**config.mk**
```make
export PLATFORM = sky130hd
export DESIGN_NAME = dram_port_arbiter
export DESIGN_NICKNAME = d
export VERILOG_FILES = /design/src/rtl/dram_port_arbiter.sv
export SDC_FILE = /design/constraint.sdc
export NUM_CORES = 1
export LEC_CHECK = 0
export CORE_ASPECT_RATIO = 0.75
export CORE_MARGIN = 5
export CORE_UTILIZATION = 38
export CTS_BUF_LIST = sky130_fd_sc_hd__clkbuf_4
export DETAILED_ROUTE_END_ITERATION = 10
export PLACE_DENSITY = 0.95
export SLEW_MARGIN = 0
export SYNTH_ARGS = -nofsm -noshare
export SYNTH_HDL_FRONTEND = slang
export SYNTH_SLANG_ARGS = --single-unit
export TNS_END_PERCENT = 30
```
**constraint.sdc**
```tcl
create_clock -name clk -period 2.8 [get_ports clk]
set_clock_uncertainty 0.05 [all_clocks]
set_input_delay 0.7 -clock clk [delete_from_list [all_inputs] [get_ports clk]]
set_output_delay 0.7 -clock clk [all_outputs]
set_load 0.02 [all_outputs]
```
**src/rtl/dram_port_arbiter.sv**
```systemverilog
// Two-master arbiter for the single-port data RAM.
// Port 0 (CPU data side) has fixed priority; port 1 (debug/display reader)
// is guaranteed a slot after MAX_WAIT consecutive blocked cycles.
// One access is accepted per cycle; read data returns two cycles after the
// grant, in accept order, with a per-port valid strobe.
module dram_port_arbiter #(
    parameter int ADDR_W   = 10,
    parameter int DATA_W   = 32,
    parameter int MAX_WAIT = 4
) (
    input  logic              clk,
    input  logic              rst,
    // port 0: CPU data side
    input  logic              req0,
    input  logic              we0,
    input  logic [ADDR_W-1:0] addr0,
    input  logic [DATA_W-1:0] wdata0,
    output logic              gnt0,
    output logic              rvalid0,
    output logic [DATA_W-1:0] rdata0,
    // port 1: debug / display reader
    input  logic              req1,
    input  logic              we1,
    input  logic [ADDR_W-1:0] addr1,
    input  logic [DATA_W-1:0] wdata1,
    output logic              gnt1,
    output logic              rvalid1,
    output logic [DATA_W-1:0] rdata1,
    // RAM side
    output logic              ram_we,
    output logic [ADDR_W-1:0] ram_addr,
    output logic [DATA_W-1:0] ram_din,
    input  logic [DATA_W-1:0] ram_dout
);

    // Saturation point of the starvation counter, sized to the counter.
    localparam logic [3:0] MAX_CNT = 4'(MAX_WAIT);

    logic [3:0]        wait_q, wait_d;
    logic              force1;

    logic              ram_we_q;
    logic [ADDR_W-1:0] ram_addr_q;
    logic [DATA_W-1:0] ram_din_q;

    // Read tag pipeline: A tracks the access presented to the RAM, B tracks
    // the cycle in which the RAM returns its data.
    logic              tag_a_valid_q, tag_a_port_q;
    logic              tag_b_valid_q, tag_b_port_q;

    logic [1:0]        rvalid_vec;

    // Grant decision: port 0 wins unless port 1 has waited MAX_WAIT cycles.
    // Nothing is granted while reset is asserted so no access leaks through.
    always_comb begin
        force1 = req1 && (wait_q == MAX_CNT);
        gnt1   = !rst && req1 && (!req0 || force1);
        gnt0   = !rst && req0 && !force1;
    end

    // Starvation counter next state: clears whenever port 1 is idle or served.
    always_comb begin
        wait_d = wait_q;
        if (!req1 || gnt1) begin
            wait_d = 4'd0;
        end else if (wait_q < MAX_CNT) begin
            wait_d = wait_q + 4'd1;
        end
    end

    // Starvation counter register.
    always_ff @(posedge clk) begin
        if (rst) begin
            wait_q <= 4'd0;
        end else begin
            wait_q <= wait_d;
        end
    end

    // Issue stage: register the winning request onto the RAM bus.
    // Address and data hold when idle; only the write enable is dropped.
    always_ff @(posedge clk) begin
        if (rst) begin
            ram_we_q   <= 1'b0;
            ram_addr_q <= '0;
            ram_din_q  <= '0;
        end else if (gnt0) begin
            ram_we_q   <= we0;
            ram_addr_q <= addr0;
            ram_din_q  <= wdata0;
        end else if (gnt1) begin
            ram_we_q   <= we1;
            ram_addr_q <= addr1;
            ram_din_q  <= wdata1;
        end else begin
            ram_we_q   <= 1'b0;
        end
    end

    // Read tag pipeline: remember which port owns each in-flight read.
    always_ff @(posedge clk) begin
        if (rst) begin
            tag_a_valid_q <= 1'b0;
            tag_a_port_q  <= 1'b0;
            tag_b_valid_q <= 1'b0;
            tag_b_port_q  <= 1'b0;
        end else begin
            tag_a_valid_q <= (gnt0 && !we0) || (gnt1 && !we1);
            tag_a_port_q  <= !gnt0 && gnt1;
            tag_b_valid_q <= tag_a_valid_q;
            tag_b_port_q  <= tag_a_port_q;
        end
    end

    // Per-port read valid decode; masked during reset so a dropped read
    // never produces a strobe.
    genvar gi;
    generate
        for (gi = 0; gi < 2; gi++) begin : g_rvalid
            assign rvalid_vec[gi] = !rst && tag_b_valid_q && (tag_b_port_q == 1'(gi));
        end
    endgenerate

    assign rvalid0  = rvalid_vec[0];
    assign rvalid1  = rvalid_vec[1];
    assign rdata0   = ram_dout;
    assign rdata1   = ram_dout;

    assign ram_we   = ram_we_q;
    assign ram_addr = ram_addr_q;
    assign ram_din  = ram_din_q;

endmodule

```
==> results of run 1 <==
-- through the flow --
step                      power [mW]  cell area, sq um  utilization
final                          1.597              4123       0.5161
after global placement         1.287              4075       0.5102
after detailed placement       1.302              4075       0.5102
after floorplan                1.183              3149            -
after global routing           1.684              4123       0.5161
after CTS                      1.621              4120       0.5158
-- cells in the mapped netlist --
master	n	area, sq um
a211oi_1	2	15.01
nand4b_2	1	15.01
dfxtp_1	51	1021
ha_1	2	25.02
buf_4	65	488.0
nand3b_1	1	7.510
and2_1	1	6.260
nor2b_1	45	281.5
clkbuf_1	16	60.06
a21boi_1	1	7.510
a21boi_0	1	7.510
a211oi_2	40	500.5
inv_1	47	176.4
a22o_1	2	17.52
nand3_1	1	5.000
o21ai_0	1	5.000
a221oi_1	42	367.9
nor2_1	4	15.01
xnor2_1	1	8.760
and3b_1	2	17.52
buf_6	4	45.04
nand2_1	1	3.750
a21oi_1	2	10.01
buf_2	7	35.03
nor3b_1	1	7.510
-- cell type report --
class                      instances  share of cell area
clock buffer                       5            0.009105
clock inverter                     2            0.002124
inverter                          47             0.04279
multi-input combinational        151              0.3214
sequential                        51              0.2476
tap                              105             0.03187
timing repair buffer             146              0.3451
-- power groups by stage --
| stage | Combinational (mW) | Clock [mW] | Sequential, mW |
|---|---|---|---|
| 6_report | 0.485 | 0.314 | 0.798 |
| 5_1_grt | 0.521 | 0.359 | 0.805 |
| 4_1_cts | 0.490 | 0.332 | 0.799 |
| 3_5_place_dp | 0.488 | 0 | 0.814 |
| 3_3_place_gp | 0.475 | 0 | 0.812 |
| 2_1_floorplan | 0.317 | 0 | 0.866 |
-- kinds of logic (layout without fill, tap and decap cells) --
| logic type | Yosys count | after routing | synth area share |
|---|---|---|---|
| adders and majority gates | 2 | 2 | 0.007945 |
| buffers and inverters | 139 | 200 | 0.2555 |
| xor gates and xnor gates | 1 | 1 | 0.002782 |
| DFF | 51 | 51 | 0.3242 |
| and+or+nand+nor | 57 | 57 | 0.1140 |
| AOI/OAI and AO/OA | 91 | 91 | 0.2956 |
-- registers in the layout, summed over array words and instances, names as in the netlist --
name / count
ram_din: 32
ram_addr: 10
tag_b_valid_q: 1
tag_a_valid_q: 1
wait_q: 4
tag_b_port_q: 1
tag_a_port_q: 1
ram_we: 1
-- layer usage --
metal / vias up / wire length, microns / track usage
met5: - / 0 / 0
met4: 0 / 140 / 0.04478
li1: 1234 / - / -
met2: 122 / 4266 / 0.2878
met1: 1228 / 3565 / 0.2014
met3: 22 / 625 / 0.04785
-- final timing paths --
kind                        to  slack [ns]  cells past startpoint
setup / recovery       rvalid0        0.26                      4
hold / removal    tag_b_port_q        0.41                      1
setup reg to reg    ram_din[0]        0.67                      7
hold reg to reg   tag_b_port_q        0.41                      1
-- placed cells by master (no fill, tap or decap), drive strengths merged, types with 2 or more instances in the layout --
cell type,instances
a21oi,2
and3b,2
nor2,4
clkinv,2
a211oi,42
inv,47
a21boi,2
nor2b,45
ha,2
a221oi,42
a22o,2
dfxtp,51
clkdlybuf4s50,131
buf,13
clkbuf,5
==> impl_metrics.json, run 1 <==
{
  "grt_pass1_vias": 2751,
  "layout-drive-gt1-share": 0.1517,
  "initial_core_util": 0.3943,
  "min-delay-start": "tag_a_port_q",
  "cts_root_buf": "clkbuf_4",
  "critical_path.top_delay_family": "buffers and inverters",
  "path_cells": "buf_2 -> buf_4 -> nor3b_1 -> clkdlybuf4s50_1",
  "vias_per_cell": 5.140,
  "first_pass_iters": 4,
  "min_path_type": "reg -> reg",
  "critPathLaunchType": "primary input",
  "clockPowerShare": 0.196,
  "nFillCells": 725,
  "synth-warning-count": 0,
  "vias": 2606,
  "port_buffers": 136,
  "yosysUniqueCellTypes": 25,
  "place_hpwl_microns": 6242,
  "max-vdd-ir-drop_v": 0.0001667,
  "outcome": "finished clean",
  "seq_power_share": 0.500,
  "crit_buf_inv": 3,
  "seq_area_sq_um": 1021,
  "drtIter0Drc": 103,
  "slowest_stage": "clkdlybuf4s50_1",
  "crit_fanout": 6,
  "core-area_sq_um": 7988,
  "setup_tns_ns": 0,
  "num_io_pins": 233,
  "crit_type": "in -> out",
  "multiInputGateArea_sq_um": 1325,
  "hold_slack_ns": 0.4138,
  "die_w_microns": 115.1,
  "fp.dieH_microns": 88.84,
  "synth_seq_area_share": 0.3242,
  "fin_cells": 507,
  "grt_pass1_wl_microns": 13680,
  "arrival_ns": 1.79,
  "drv_slew": 0,
  "synth_nets": 465,
  "cts.htree.levels": 2,
  "wl_microns": 8597,
  "max_stage_delay_ns": 0.64,
  "post-route-period-util": 0.9060,
  "overflow": 0,
  "rsz0062_at_grt": "false",
  "syn_to_final_growth_pct": 30.91,
  "clock_sinks": 51,
  "avgSynthCellArea_sq_um": 9.235,
  "final-setup-viol-count": 0,
  "combPwrFrac": 0.304,
  "die-area_sq_um": 10230,
  "p_leak_nw": 1.603,
  "cts_hold_buf": 0,
  "cts_tree": "done",
  "track_usage": 0.1655,
  "antenna_found_initial": 0,
  "cts_buffers": 5,
  "worst_slack_ns": 0.2633,
  "cp-startpoint": "rst",
  "ant_nets": 0,
  "clockBufferDepth": 2,
  "cts_setup_buffers": 0,
  "worstSetupEndpointType": "output port",
  "tightest_slew_ns": 0.8198,
  "place_ws_ns": 0.08495,
  "antenna_cells": 0,
  "finalHoldViolCount": 0,
  "rr_startpoint": "wait_q[0]",
  "clkLatencyLatePin_ns": 0.35,
  "grt_max_degree": 85,
  "drc": 0,
  "intPower_mw": 1.135,
  "cts-resized-gates": 1,
  "max_freq_ghz": 0.3942,
  "ys_ff_latch": 51,
  "synth_cells": 341,
  "wl_per_cell_microns": 16.96,
  "worst_ep_required_time_ns": 2.05,
  "dp.cells": 500,
  "p_per_area_nw_per_um2": 387.4,
  "place_congestion": 0.7109,
  "maxSlewHeadroom": 0.4535,
  "path_clk_slew_ns": 0.13,
  "period_needed_ns": 2.537,
  "cap_violations": 0,
  "num_rows": 28,
  "power_switching_uw": 462.6,
  "nNetsFinal": 526,
  "netlist_area_sq_um": 3149,
  "p_sw_frac": 0.2896
}
No activity file was read; power rests on OpenSTA's default activity.
==> run 2: changes to the inputs <==
- CAP_MARGIN: not set -> 25
==> results of run 2 <==
No change in the layout: final DEF, timing and power equal those of run 1.
